<file path="src/rtl/audio_dac_feeder.sv">
// Stereo two-source mixer that paces samples at a fixed tick, applies a pop-free
// gain ramp, and drives offset-binary DAC codes that only change on sample_strobe.
module audio_dac_feeder #(
    parameter int SAMPLE_DIV = 1024,
    parameter int RAMP_STEP  = 1
) (
    input  logic        clk,
    input  logic        reset_n,
    input  logic        enable,
    input  logic        a_valid,
    output logic        a_ready,
    input  logic [15:0] a_l,
    input  logic [15:0] a_r,
    input  logic        b_valid,
    output logic        b_ready,
    input  logic [15:0] b_l,
    input  logic [15:0] b_r,
    output logic [15:0] d_l,
    output logic [15:0] d_r,
    output logic        sample_strobe,
    output logic        muted,
    output logic [1:0]  underrun,
    input  logic        clear_underrun,
    output logic [1:0]  state_dbg
);

    typedef enum logic [1:0] {IDLE, RAMP_UP, RUN, RAMP_DOWN} state_t;

    localparam int                CNT_W    = (SAMPLE_DIV > 1) ? $clog2(SAMPLE_DIV) : 1;
    localparam logic [CNT_W-1:0]  CNT_LAST = CNT_W'(SAMPLE_DIV - 1);
    localparam logic [9:0]        STEP     = 10'(RAMP_STEP);
    localparam logic [9:0]        FULL     = 10'd256;

    function automatic logic [15:0] sat_add(input logic [15:0] x, input logic [15:0] y);
        logic [16:0] s;
        s = {x[15], x} + {y[15], y};
        if (s[16] != s[15]) sat_add = s[16] ? 16'h8000 : 16'h7FFF;
        else                sat_add = s[15:0];
    endfunction

    // Signed sample times unsigned gain, >>> 8 so 256 is unity and rounding is floor.
    function automatic logic [15:0] apply_gain(input logic [15:0] s, input logic [8:0] g);
        logic signed [25:0] p;
        p = $signed({{10{s[15]}}, s}) * $signed({17'd0, g});
        apply_gain = 16'(p >>> 8);
    endfunction

    logic [CNT_W-1:0] cnt;
    logic             tick;
    state_t           state, state_nxt, up_tgt, dn_tgt;
    logic [8:0]       gain, gain_up, gain_dn, gain_q;
    logic [9:0]       gain_w, up_sum;
    logic             muted_d;
    logic [1:0]       und_set;
    logic [15:0]      hold_a_l, hold_a_r, hold_b_l, hold_b_r;
    logic [15:0]      a_l_eff, a_r_eff, b_l_eff, b_r_eff;
    logic [15:0]      sat_l_q, sat_r_q, p_l_q, p_r_q;
    logic             v1, v2;

    always_ff @(posedge clk or negedge reset_n) begin
        if (!reset_n) begin
            cnt  <= '0;
            tick <= 1'b0;
        end else begin
            tick <= (cnt == CNT_LAST);
            cnt  <= (cnt == CNT_LAST) ? '0 : cnt + CNT_W'(1);
        end
    end

    // Handshake: ready is the tick pulse itself, regardless of valid or state; a
    // transfer is valid && ready in the same cycle, so each source moves at most
    // one sample per tick and a source that is not valid on the tick is skipped.
    assign a_ready   = tick;
    assign b_ready   = tick;
    assign state_dbg = state;

    assign gain_w  = {1'b0, gain};
    assign up_sum  = gain_w + STEP;
    assign gain_up = (up_sum >= FULL) ? 9'd256 : up_sum[8:0];
    assign gain_dn = (gain_w <= STEP) ? 9'd0 : 9'(gain_w - STEP);

    always_ff @(posedge clk or negedge reset_n) begin
        if (!reset_n) state <= IDLE;
        else          state <= state_nxt;
    end

    // An enable flip on a tick cycle already steers that tick's ramp direction.
    always_comb begin
        up_tgt    = (tick && gain_up == 9'd256) ? RUN : RAMP_UP;
        dn_tgt    = (tick && gain_dn == 9'd0) ? IDLE : RAMP_DOWN;
        state_nxt = state;
        case (state)
            IDLE:      if (enable) state_nxt = up_tgt;
            RAMP_UP:   state_nxt = enable ? up_tgt : dn_tgt;
            RUN:       if (!enable) state_nxt = dn_tgt;
            RAMP_DOWN: state_nxt = enable ? up_tgt : dn_tgt;
            default:   state_nxt = IDLE;
        endcase
    end

    always_comb begin
        muted_d = (state == IDLE);
        und_set = 2'b00;
        if (tick && state != IDLE) begin
            und_set[0] = ~a_valid;
            und_set[1] = ~b_valid;
        end
    end

    always_ff @(posedge clk or negedge reset_n) begin
        if (!reset_n) begin
            gain     <= 9'd0;
            muted    <= 1'b1;
            underrun <= 2'b00;
        end else begin
            muted    <= muted_d;
            underrun <= (underrun & ~{2{clear_underrun}}) | und_set;
            if (tick) begin
                if (enable && state != RUN)       gain <= gain_up;
                else if (!enable && state != IDLE) gain <= gain_dn;
            end
        end
    end

    assign a_l_eff = a_valid ? a_l : hold_a_l;
    assign a_r_eff = a_valid ? a_r : hold_a_r;
    assign b_l_eff = b_valid ? b_l : hold_b_l;
    assign b_r_eff = b_valid ? b_r : hold_b_r;

    // Three-stage sample path: sum/saturate, gain, offset-binary output.
    always_ff @(posedge clk or negedge reset_n) begin
        if (!reset_n) begin
            hold_a_l      <= '0;
            hold_a_r      <= '0;
            hold_b_l      <= '0;
            hold_b_r      <= '0;
            sat_l_q       <= '0;
            sat_r_q       <= '0;
            gain_q        <= '0;
            p_l_q         <= '0;
            p_r_q         <= '0;
            v1            <= 1'b0;
            v2            <= 1'b0;
            sample_strobe <= 1'b0;
            d_l           <= 16'h8000;
            d_r           <= 16'h8000;
        end else begin
            v1            <= tick;
            v2            <= v1;
            sample_strobe <= v2;
            if (tick) begin
                hold_a_l <= a_l_eff;
                hold_a_r <= a_r_eff;
                hold_b_l <= b_l_eff;
                hold_b_r <= b_r_eff;
                sat_l_q  <= sat_add(a_l_eff, b_l_eff);
                sat_r_q  <= sat_add(a_r_eff, b_r_eff);
                gain_q   <= gain;
            end
            if (v1) begin
                p_l_q <= apply_gain(sat_l_q, gain_q);
                p_r_q <= apply_gain(sat_r_q, gain_q);
            end
            if (v2) begin
                d_l <= p_l_q ^ 16'h8000;
                d_r <= p_r_q ^ 16'h8000;
            end
        end
    end

endmodule

</file>
<file path="config.mk">
export PLATFORM = sky130hd
export DESIGN_NAME = audio_dac_feeder
export DESIGN_NICKNAME = d
export VERILOG_FILES = /design/src/rtl/audio_dac_feeder.sv
export SDC_FILE = /design/constraint.sdc
export NUM_CORES = 1
export LEC_CHECK = 0
export CAP_MARGIN = 20
export CORE_MARGIN = 5
export CORE_UTILIZATION = 55
export CTS_BUF_LIST = sky130_fd_sc_hd__clkbuf_8
export DETAILED_ROUTE_END_ITERATION = 12
export HOLD_SLACK_MARGIN = 0.08
export PLACE_DENSITY = 0.7
export RECOVER_POWER = 100
export SYNTH_ARGS = -nofsm -noshare
export SYNTH_HDL_FRONTEND = slang
export SYNTH_SLANG_ARGS = --single-unit
</file>
<file path="constraint.sdc">
create_clock -name clk -period 11.82 [get_ports clk]
set_clock_uncertainty 0.1 [all_clocks]
set_input_delay 1.773 -clock clk [delete_from_list [all_inputs] [get_ports clk]]
set_output_delay 1.773 -clock clk [all_outputs]
set_load 0.1 [all_outputs]
</file>
# Word-level counts from Yosys, hierarchy flattened
# Index checks and enable logic that the tools add are counted.
dict set report op_classes {
  muxes 20
  n_lt_le_gt_ge 2
  n_eq_ne 10
  reduce_logical 13
  n_addsub 5
  bitwise 7
  mul 2
}
# op n
set op_table {}
lappend op_table {{16-bit two-way mux} 8}
lappend op_table {{16-bit by 10-bit multiplier with 24-bit output} 2}
lappend op_table {{9-bit two-way mux} 4}
lappend op_table {{16-bit by 16-bit adder with 17-bit output} 2}
lappend op_table {{2-bit two-way mux} 6}
lappend op_table {{10-bit by 1-bit adder with 10-bit output, second input constant} 1}
lappend op_table {{9-bit by 1-bit adder with 10-bit output, second input constant} 1}
lappend op_table {{10-bit equality test, second input constant} 1}
lappend op_table {{10-bit by 9-bit >= comparator with 1-bit output, second input constant} 1}
lappend op_table {{10-bit two-way mux} 1}
lappend op_table {{9-bit equality test, second input constant} 1}
lappend op_table {{9-bit by 1-bit less-or-equal comparator with 1-bit output, second input constant} 1}
lappend op_table {{9-bit logical NOT} 1}
lappend op_table {{9-bit by 1-bit subtractor with 9-bit output, second input constant} 1}
lappend op_table {{2-bit inequality test, second input constant} 3}
lappend op_table {{2-bit one-hot mux with 3 select lines} 1}
lappend op_table {{1-bit logical AND} 5}
lappend op_table {{2-bit equality test, second input constant} 2}
lappend op_table {{1-bit NOT} 4}
lappend op_table {{2-bit AND reduction} 2}
lappend op_table {{2-bit nonzero test} 2}
lappend op_table {{2-bit AND} 1}
lappend op_table {{2-bit by 1-bit equality test with 1-bit output, second input constant} 1}
lappend op_table {{2-bit logical NOT} 1}
lappend op_table {{other kinds (5)} 6}
dict set report word_totals {
  inputBits 70
  regBits 197
}

# Logic depth before layout (Yosys ltp)
# Gate-level depths: netlist (run 1).
dict set report depth {
  word_depth 8
  ltp_mapped 22
  depth_no_buf 21
}

# Worst setup path after synthesis (run 1)
# Ideal clock, no wire load.
dict set report synth_path {
  kind {flip-flop to flip-flop}
  startpoint {register gain_q[1]}
  endpoint {register p_r_q[15]}
  setup_ns 0.125
  path_buffers 1
  synth_period_minus_slack_ns 5.720
  t_required_ns 11.595
  stages_incl_launch_ff 22
  arrival_time_ns 5.496
  path_slack_ns 6.100
  path_cell_list {dfrtp_1 -> clkbuf_1 -> nand2_1 -> fa_1 -> inv_1 -> fa_1 -> inv_1 -> fa_1 -> inv_1 -> fa_1 -> inv_1 -> fa_1 -> inv_1 -> ha_1 -> or3_1 -> o311ai_2 -> o22ai_1 -> o221a_2 -> a211oi_2 -> a21oi_1 -> xnor2_1 -> mux2_2}
}
dict set report synth_between {
  elab_chain_cells 1
}
# item line
set synth_rtl {}
lappend synth_rtl {{from (decl)} 51} ;# logic [8:0] gain, gain_up, gain_dn, gain_q;
lappend synth_rtl {{from (signal assigned)} 158} ;# gain_q <= gain;
lappend synth_rtl {{16-bit by 10-bit multiplier with 24-bit output} 44} ;# p = $signed({{10{s[15]}}, s}) * $signed({17'd0, g});
lappend synth_rtl {{to (signal assigned)} 162} ;# p_r_q <= apply_gain(sat_r_q, gain_q);
lappend synth_rtl {{to (decl)} 57} ;# logic [15:0] sat_l_q, sat_r_q, p_l_q, p_r_q;
# Every way passes these cells.
# A chain may end at the register's enable or synchronous reset.

==> results of run 1 <==
## metal layers
metal  vias to the layer above  GRT usage [%]
met5                         -              0
met4                         0          5.384
met3                        45          3.490
met2                       313          36.31
met1                      7051          34.03
li1                       6702              -
## Yosys cell counts, types with 4 or more instances
library cell  count  area share (%)
nor3_1           10            0.25
o31ai_1           5            0.19
buf_1            12            0.23
o21ai_2           4            0.18
nor2b_1           6            0.19
nor2_1          231             4.4
mux2i_1           8            0.41
o21a_1            7            0.27
o21ai_0          59             1.5
xor2_1           24             1.1
a21o_1           16            0.61
and2_1          141             4.5
a21oi_1          69             1.7
o221a_2           9            0.51
nand2b_1         11            0.35
mux2_2          128             7.3
fa_1            230              23
and3_1            9            0.28
o22ai_1           4            0.13
o2bb2ai_1        19            0.84
or3_1             5            0.16
o21bai_1          8            0.30
nor3b_1           5            0.19
clkbuf_1         93             1.8
nand2_1         187             3.6
nand4_1           5            0.16
ha_1            136             8.6
inv_1           295             5.6
dfrtp_1         194              25
a22o_1            5            0.22
a31oi_1           7            0.22
xnor2_1          60             2.7
nand3_1          23            0.58
## state kept, by name, indices dropped and copies added (netlist names), 2 cells and up
signal     cells
cnt           10
d_l           16
d_r           16
gain           9
gain_q         9
hold_a_l      16
hold_a_r      16
hold_b_l      16
hold_b_r      16
p_l_q         16
p_r_q         16
sat_l_q       16
sat_r_q       16
state_dbg      2
underrun       2
## layout make-up
| cell class | count | area (sq um) |
|---|---|---|
| Timing Repair Buffer | 126 | 1190 |
| Inverter | 295 | 1107 |
| Clock inverter | 13 | 157.7 |
| Fill cell | 3038 | 14070 |
| Tap cell | 461 | 576.8 |
| Sequential cell | 197 | 4933 |
| Multi-Input combinational cell | 1485 | 13270 |
| Clock buffer | 19 | 261.5 |
## worst paths after layout
kind / start / end
min in group asynchronous: reset_n / p_r_q[4]$_DFFE_PN0P_
setup reg to reg: a_ready$_DFF_PN0_ / sat_r_q[7]$_DFFE_PN0P_
hold / removal: p_r_q[15]$_DFFE_PN0P_ / d_r[15]$_DFFE_PN1P_
max in group asynchronous: reset_n / hold_b_l[2]$_DFFE_PN0P_
hold reg to reg: p_r_q[15]$_DFFE_PN0P_ / d_r[15]$_DFFE_PN1P_
setup / recovery: a_ready$_DFF_PN0_ / sat_r_q[7]$_DFFE_PN0P_
## report_power, final
group	internal [mW]	switching [mW]	total (mW)
combinational	0.106	0.140	0.246
sequential	0.685	0.0103	0.696
clock	0.206	0.275	0.481
total	0.998	0.425	1.42
## stage by stage
stage,hold slack [ns],cells,setup WS (ns)
CTS,0.3235,2595,5.870
global route,0.3543,2596,3.032
detailed placement,0.3083,2563,5.620
floorplan,0.2519,2087,6.100
finish,0.3263,2596,3.861
global placement,0.3070,2563,5.774
## kinds of logic (layout without fill, tap and decap cells)
family / count (synthesis) / after routing / share of synthesized area, %
AOI/OAI and AO/OA: 248 / 248 / 8.525
and+or+nand+nor: 644 / 644 / 14.98
DFF: 197 / 197 / 24.95
buffers and inverters: 405 / 453 / 7.746
muxes: 139 / 139 / 7.924
xor gates and xnor gates: 85 / 85 / 3.804
adders and majority gates: 369 / 369 / 32.07
## cells in the final DEF, fill, tap and decap left out, types with 11 or more instances in the layout
| cell type | n |
|---|---|
| inv_1 | 296 |
| nor2_1 | 231 |
| fa_1 | 230 |
| dfrtp_1 | 194 |
| nand2_1 | 187 |
| and2_1 | 141 |
| ha_1 | 136 |
| mux2_2 | 126 |
| a21oi_1 | 70 |
| clkdlybuf4s50_1 | 66 |
| o21ai_0 | 61 |
| xnor2_1 | 61 |
| dlygate4sd3_1 | 42 |
| xor2_1 | 24 |
| nand3_1 | 23 |
| o2bb2ai_1 | 19 |
| clkbuf_8 | 19 |
| a21o_1 | 16 |
| nand2b_1 | 11 |
==> results.yml, run 1 <==
run_status:
  run_status: "finished, violations left"
  violations: "capacitance limit, slew limit"
worst_setup_path:
  r2r_slack_ns: 3.86
  start_kind: "register"
  path_delay_family: "buffers and inverters"
  crit_fanout: 85
  r2r_cells: 6
  max_stage_delay_ns: 2.65
  critPathBufInv: 3
  worstPathArrival_ns: 8.27
  crit_cells: 6
  crit_type: "reg2reg"
  end_kind: "register"
  crit_top_cell: "clkbuf_1"
  cp_cell_sequence: "clkbuf_1 > inv_1 > clkbuf_1 > nor2_1 > o21ai_0 > o221a_2"
  crit_slowest_cell: "clkbuf_1"
  worstPathRequired_ns: 12.13
sta:
  slew_headroom_pct: -146.2
  post-route-period-util_pct: 67.34
  worstMarginPinSlew_ns: 3.693
  rsz0062_at_grt: "no"
  drv_slew: 468
  hold_violations: 0
  setup_viol: 0
  fin_crit_ns: 7.959
  max_freq_mhz: 125.6
  fin_tns_setup_ns: 0
clock_tree:
  cts-buffers-inserted: 17
  postCtsSetupRepairBufs: 0
  postCtsHoldBufs: 0
  clockBufferDepth: 2
  clk_latency_ns: 0.52
  cts_max_level: 4
  cts_tree: "yes"
  cts-root-buf: "clkbuf_8"
  post_cts_resized: 0
  clk_pin_slew_worst_paths_ns: 0.11
  cts.sinks: 197
route:
  drt-met1-wl_um: 20810
  drt_iter0_markers: 769
  ant_nets: 0
  wirelength_um: 43280
  vias_per_cell: 5.436
  dr.max_layer_used: "met4"
  met2_length_um: 19770
  drt-pass1-iter-count: 7
  drc: 0
  dr_wl_met3_um: 2052
  route.detailed.wl_per_inst_um: 16.67
  vias: 14111
global_routing:
  antenna_found_initial: 0
  grt_pass1_vias: 14703
  grt_overflow: 0
  grt.total_usage_pct: 23.05
  grt_pass1_wl_um: 74350
  grt_max_degree: 86
synth:
  synth_edf_count: 0
  synth_seq_cells: 197
  synth.distinct_cells: 72
  synth.yosys.seq_area_share_pct: 24.95
  netlist_instances: 2087
  async_reset_ff_share_pct: 100.0
  ys_warn_count: 0
  synth_flop_cell: "dfrtp_1"
  netlist_area_sq_um: 19770
  synth_fp_nets: 2523
  syn_avg_cell_area_sq_um: 9.473
floorplan:
  core_area_sq_um: 35570
  die_h_um: 199.6
  die_area_sq_um: 39840
  start_util_pct: 55.58
  io_pins: 110
  rows: 69
  fp.dieW_um: 199.6
final_layout:
  syn2layout_area_growth_pct: 8.727
  diodes: 0
  design_area_sq_um: 21500
  drive_gt1_share_pct: 8.993
  layout.nets: 2558
  fin_util_pct: 60.43
worst_hold_path:
  hp-class: "reg2reg"
  hold-path-cell-count: 1
pwr:
  p_leak_nw: 11.07
  vdd_drop_max_mv: 0.07072
  power_density_nw_per_um2: 66.20
  power.total_mw: 1.423
job:
  max-cap-violations: 10
placement:
  place_area_sq_um: 21140
  gp_congestion: 0.8850
  io_buffers: 109
  dpl.hpwl_um: 32510
No activity file was read; power rests on OpenSTA's default activity.
==> run 2: changes to the inputs <==
==> constraint.sdc (replaced) <==
create_clock -name clk -period 7.7 [get_ports clk]
set_clock_uncertainty 0.1 [all_clocks]
set_input_delay 1.155 -clock clk [delete_from_list [all_inputs] [get_ports clk]]
set_output_delay 1.155 -clock clk [all_outputs]
set_load 0.1 [all_outputs]
==> run 2 against run 1 <==
Effect of this change:
- maximum frequency up 20%
- final cell count unchanged
- critical path depth up 15
- largest power group unchanged
- the run still ends with capacitance limit, slew limit left
- die area unchanged
- highest routed layer unchanged
- worst hold slack better by 0.035 ns
- critical endpoint is now p_r_q[14]$_DFFE_PN0P_
- total power up 52%
==> results.yml, run 2 (synthesized netlist as in run 1, its figures left out) <==
worst_setup_path:
  r2r_cells: 21
  critPathLaunch: "gain_q[1]$_DFFE_PN0P_"
  worstPathRequired_ns: 7.99
  r2r_slack_ns: 1.08
  timing.rr.end: "p_r_q[14]$_DFFE_PN0P_"
  worstPathArrival_ns: 6.91
  cp_cell_sequence: "buf_4 > nand2_1 > fa_1 > inv_1 > fa_1 > inv_1 > fa_1 > inv_1 > fa_1 > inv_1 > fa_1 > inv_1 > ha_1 > or3_1 > o311ai_0 > o22ai_1 > o221a_2 > a211oi_1 > o21bai_1 > xor2_1 > mux2_2"
  r2r_start: "gain_q[1]$_DFFE_PN0P_"
  crit_end: "p_r_q[14]$_DFFE_PN0P_"
  crit_slowest_cell: "o311ai_0"
  crit_fanout: 32
  crit_cells: 21
  start_kind: "register"
  end_kind: "register"
  crit_type: "reg2reg"
  path_delay_family: "adder cells"
  max_stage_delay_ns: 0.67
  critPathBufInv: 6
floorplan:
  core_area_sq_um: 35570
  start_util_pct: 55.58
  rows: 69
  io_pins: 110
  fp.dieW_um: 199.6
  die_h_um: 199.6
  die_area_sq_um: 39840
global_routing:
  grt_pass1_wl_um: 75350
  grt_pass1_vias: 15041
  grt.total_usage_pct: 23.25
  antenna_found_initial: 0
  grt_overflow: 0
  grt_max_degree: 82
placement:
  io_buffers: 109
  dpl_worst_slack_ns: 1.591
  gp_congestion: 0.8881
  dpl.hpwl_um: 33420
route:
  ant_nets: 0
  drc: 0
  drt-pass1-iter-count: 5
  wirelength_um: 43840
  vias_per_cell: 5.502
  drt_iter0_markers: 747
  route.detailed.wl_per_inst_um: 16.89
  vias: 14282
clock_tree:
  cts.sinks: 197
  cts_tree: "yes"
  postCtsHoldBufs: 0
  cts_max_level: 4
  postCtsSetupRepairBufs: 0
  post_cts_resized: 0
  clk_pin_slew_worst_paths_ns: 0.13
  clockBufferDepth: 2
  clk_latency_ns: 0.52
  cts-root-buf: "clkbuf_8"
  cts-buffers-inserted: 17
sta:
  fin_tns_setup_ns: 0
  drv_slew: 360
  rsz0062_at_grt: "no"
  slew_headroom_pct: -209.3
  setup_viol: 0
  hold_violations: 0
  max_freq_mhz: 151.1
  worstMarginPinSlew_ns: 4.640
  post-route-period-util_pct: 85.97
  fin_crit_ns: 6.620
  layout_setup_ws_ns: 1.080
job:
  max-cap-violations: 7
pwr:
  p_leak_nw: 11.06
  power_density_nw_per_um2: 100.6
  power.total_mw: 2.160
  vdd_drop_max_mv: 0.1643
final_layout:
  multiInputGateArea_sq_um: 13280
  nFillCells: 3093
  seqCellArea_sq_um: 4933
  syn2layout_area_growth_pct: 8.658
  layout.nets: 2558
  diodes: 0
  layout_common_cells: "296 x inv_1, 231 x nor2_1, 230 x fa_1"
  drive_gt1_share_pct: 9.133
  final_common_cell: "inv_1"
run_status:
  violations: "capacitance limit, slew limit"
  run_status: "finished, violations left"
worst_hold_path:
  min_from: "p_r_q[15]$_DFFE_PN0P_"
  hp-class: "reg2reg"
==> run 2: worst min path at each step <==
stage / end / cells past startpoint
floorplan: sample_strobe$_DFF_PN0_ / 0
global placement: d_r[15]$_DFFE_PN1P_ / 1
detailed placement: d_r[15]$_DFFE_PN1P_ / 1
CTS: d_r[15]$_DFFE_PN1P_ / 1
global route: d_r[15]$_DFFE_PN1P_ / 1
finish: d_r[15]$_DFFE_PN1P_ / 1
==> run 2: layout make-up <==
cell class                      count  area share, %
Clock buffer                       19          1.217
Clock inverter                     13         0.6465
Inverter                          295          5.155
Multi-Input combinational cell   1485          61.80
Sequential cell                   197          22.97
Tap cell                          461          2.685
Timing Repair Buffer              126          5.533
==> run 2: per-layer routing <==
layer	wire length (um)	vias up	track usage, %
met5	0	-	0
li1	-	6714	-
met3	2319	54	3.558
met1	20370	7159	33.19
met4	868	0	6.063
met2	20280	355	37.56
==> run 2: metrics by stage <==
stage / instances / util, % / hold slack [ns] / instance area (sq um)
after global routing: 2596 / 60.39 / 0.3733 / 21480
after global placement: 2564 / 59.46 / 0.3113 / 21150
after CTS: 2596 / 60.58 / 0.3586 / 21550
after detailed placement: 2564 / 59.46 / 0.3186 / 21150
final: 2596 / 60.39 / 0.3612 / 21480
after floorplan: 2087 / - / 0.2519 / 19770
==> run 2: power breakdown <==
group / total, mW / internal [mW] / switching, mW
registers: 1.07 / 1.05 / 0.0156
clock network: 0.716 / 0.284 / 0.431
logic: 0.377 / 0.162 / 0.215
total: 2.16 / 1.50 / 0.662
==> run 3: changes to the inputs <==
--- a/config.mk
+++ b/config.mk
@@ -7,11 +7,11 @@
 export LEC_CHECK = 0
 export CAP_MARGIN = 20
 export CORE_MARGIN = 5
-export CORE_UTILIZATION = 55
+export CORE_UTILIZATION = 35
 export CTS_BUF_LIST = sky130_fd_sc_hd__clkbuf_8
 export DETAILED_ROUTE_END_ITERATION = 12
 export HOLD_SLACK_MARGIN = 0.08
-export PLACE_DENSITY = 0.7
+export PLACE_DENSITY = 0.47
 export RECOVER_POWER = 100
 export SYNTH_ARGS = -nofsm -noshare
 export SYNTH_HDL_FRONTEND = slang
==> run 3 against run 2 <==
Effect of this change:
- the flow still finishes with violations (capacitance limit, slew limit)
- combinational power grew 2%
- setup slack gained 0.081 ns
- flip-flop and latch count is the same
- core utilization shrank 21 points
- die area grew 54%
- maximum frequency grew 1.2%
- sequential power is essentially flat
- global-route usage shrank 6.6 points
- non-clock buffer count shrank 1
- register-to-register slack gained 0.13 ns
- critical endpoint is now sat_r_q[9]$_DFFE_PN0P_
- via count shrank 2.3%
==> results.yml, run 3 (synthesized netlist as in run 1, its figures left out) <==
route:
  drc: 0
  vias_per_cell: 4.824
  drt_iter0_markers: 604
  wirelength_um: 48360
  route.detailed.wl_per_inst_um: 16.72
  ant_nets: 0
  drt-pass1-iter-count: 5
  vias: 13955
final_layout:
  nFillCells: 5705
  fin_util_pct: 38.93
  multiInputGateArea_sq_um: 13280
  layout_common_cells: "296 x inv_1, 231 x nor2_1, 230 x fa_1"
  seqCellArea_sq_um: 4933
  final_common_cell: "inv_1"
  fin_cells: 2893
  syn2layout_area_growth_pct: 10.61
  drive_gt1_share_pct: 9.325
  layout.nets: 2557
floorplan:
  rows: 87
  start_util_pct: 35.20
  die_h_um: 247.7
  core_area_sq_um: 56170
  fp.dieW_um: 247.7
  die_area_sq_um: 61340
  io_pins: 110
global_routing:
  grt_pass1_wl_um: 81790
  use_met1_pct: 24.44
  grt_pass1_vias: 14888
  grt_use_met2_pct: 25.69
  grt_max_degree: 81
  grt.total_usage_pct: 16.68
  grt_overflow: 0
  use_met3_pct: 3.435
  grt.busiest_layer: "met2"
  antenna_found_initial: 2
pwr:
  switching_share_pct: 32.91
  clkPwrFrac_pct: 33.5
  p_seq_share_pct: 48.9
  power_frac_comb_pct: 17.6
  vdd_drop_max_mv: 0.09001
  p_switching_mw: 0.7186
  p_leak_nw: 11.07
  p_int_mw: 1.465
  power_density_nw_per_um2: 99.86
sta:
  slew_headroom_pct: -218.1
  drv_slew: 382
  rsz0062_at_grt: "no"
  worstMarginPinSlew_ns: 4.771
  fin_tns_setup_ns: 0
  hold_violations: 0
  post-route-period-util_pct: 84.92
  setup_viol: 0
  max_freq_mhz: 152.9
  fin_crit_ns: 6.539
clock_tree:
  clk_pin_slew_worst_paths_ns: 0.12
  cts.sinks: 197
  postCtsHoldBufs: 0
  clk_latency_ns: 0.59
  postCtsSetupRepairBufs: 0
  clockBufferDepth: 2
  post_cts_resized: 0
  cts_max_level: 4
  cts-buffers-inserted: 17
  cts_tree: "yes"
  cts-root-buf: "clkbuf_8"
run_status:
  run_status: "finished, violations left"
  violations: "capacitance limit, slew limit"
worst_setup_path:
  r2r_slack_ns: 1.21
  crit_type: "in2reg"
  start_kind: "input port"
  r2r_cells: 20
  crit_end: "sat_r_q[9]$_DFFE_PN0P_"
  critPathLaunch: "b_valid"
  end_kind: "register"
  timing.rr.end: "p_l_q[14]$_DFFE_PN0P_"
  crit_fanout: 33
  r2r_start: "gain_q[5]$_DFFE_PN0P_"
  worstPathArrival_ns: 6.97
  worstPathRequired_ns: 8.13
worst_hold_path:
  hp-class: "reg2reg"
placement:
  gp_congestion: 0.8226
  dp_cells: 2858
  io_buffers: 109
  dpl.hpwl_um: 36340
job:
  max-cap-violations: 7
-- run 3: cell types whose count changed in the layout (fill, tap and decap cells not counted), moves of 2 or more --
cell | before | now
clkinv_8 | 0 | 6
diode_2 | 0 | 3
clkinvlp_4 | 3 | 0
clkinv_4 | 3 | 1
maj3_2 | 0 | 2
maj3_1 | 3 | 1
clkbuf_8 | 19 | 17
inv_6 | 0 | 4
inv_8 | 5 | 2
-- run 3: through the flow --
| stage | setup slack, ns | total power [mW] | hold slack, ns | area (sq um) |
|---|---|---|---|---|
| 6_report | 1.161 | 2.184 | 0.3593 | 21870 |
| 5_1_grt | 0.6646 | 2.310 | 0.3885 | 21870 |
| 4_1_cts | 1.652 | 2.239 | 0.3772 | 21920 |
| 3_5_place_dp | 1.679 | 1.475 | 0.3569 | 21500 |
| 3_3_place_gp | 1.836 | 1.471 | 0.3545 | 21500 |
| 2_1_floorplan | 1.980 | 1.341 | 0.2519 | 19770 |
-- run 3: per-layer routing --
layer / vias to the layer above / share of wire, %
li1: 6706 / -
met1: 7023 / 52
met2: 189 / 44
met3: 37 / 3.3
met4: 0 / 1.3
met5: - / 0
-- run 3: power groups by stage --
stage | combinational (mW) | clock (mW) | sequential (mW)
global placement | 0.383 | 0 | 1.09
finish | 0.385 | 0.731 | 1.07
CTS | 0.390 | 0.780 | 1.07
global route | 0.430 | 0.809 | 1.07
floorplan | 0.260 | 0 | 1.08
detailed placement | 0.386 | 0 | 1.09
-- run 3: worst min-delay path by stage --
stage / startpoint / end / depth (start not counted)
after CTS: state_dbg[0]$_DFFE_PN0P_ / muted$_DFF_PN1_ / 1
after floorplan: v2$_DFF_PN0_ / sample_strobe$_DFF_PN0_ / 0
after global routing: state_dbg[0]$_DFFE_PN0P_ / muted$_DFF_PN1_ / 1
final: p_r_q[15]$_DFFE_PN0P_ / d_r[15]$_DFFE_PN1P_ / 1
after detailed placement: state_dbg[0]$_DFFE_PN0P_ / muted$_DFF_PN1_ / 1
after global placement: d_l[15]$_DFFE_PN1P_ / d_l[15]$_DFFE_PN1P_ / 2
-- run 3: cell type report --
type	instances	share of cell area [%]
Antenna cell	3	0.03433
Sequential cell	197	22.56
Clock inverter	15	0.8411
Multi-Input combinational cell	1485	60.74
Inverter	295	5.064
Timing Repair Buffer	125	5.361
Clock buffer	17	1.070
Tap cell	756	4.326
-- run 3: critical path, stage by stage --
cell,delay (ns)
clkbuf_1,1.69
mux2i_1,0.48
fa_1,0.59
nor2b_1,0.13
o21ai_0,0.12
a21boi_0,0.37
o221ai_1,0.23
a31oi_1,0.35
o21a_1,0.28
a41oi_1,0.25
o21ai_0,0.95
o221a_2,0.36
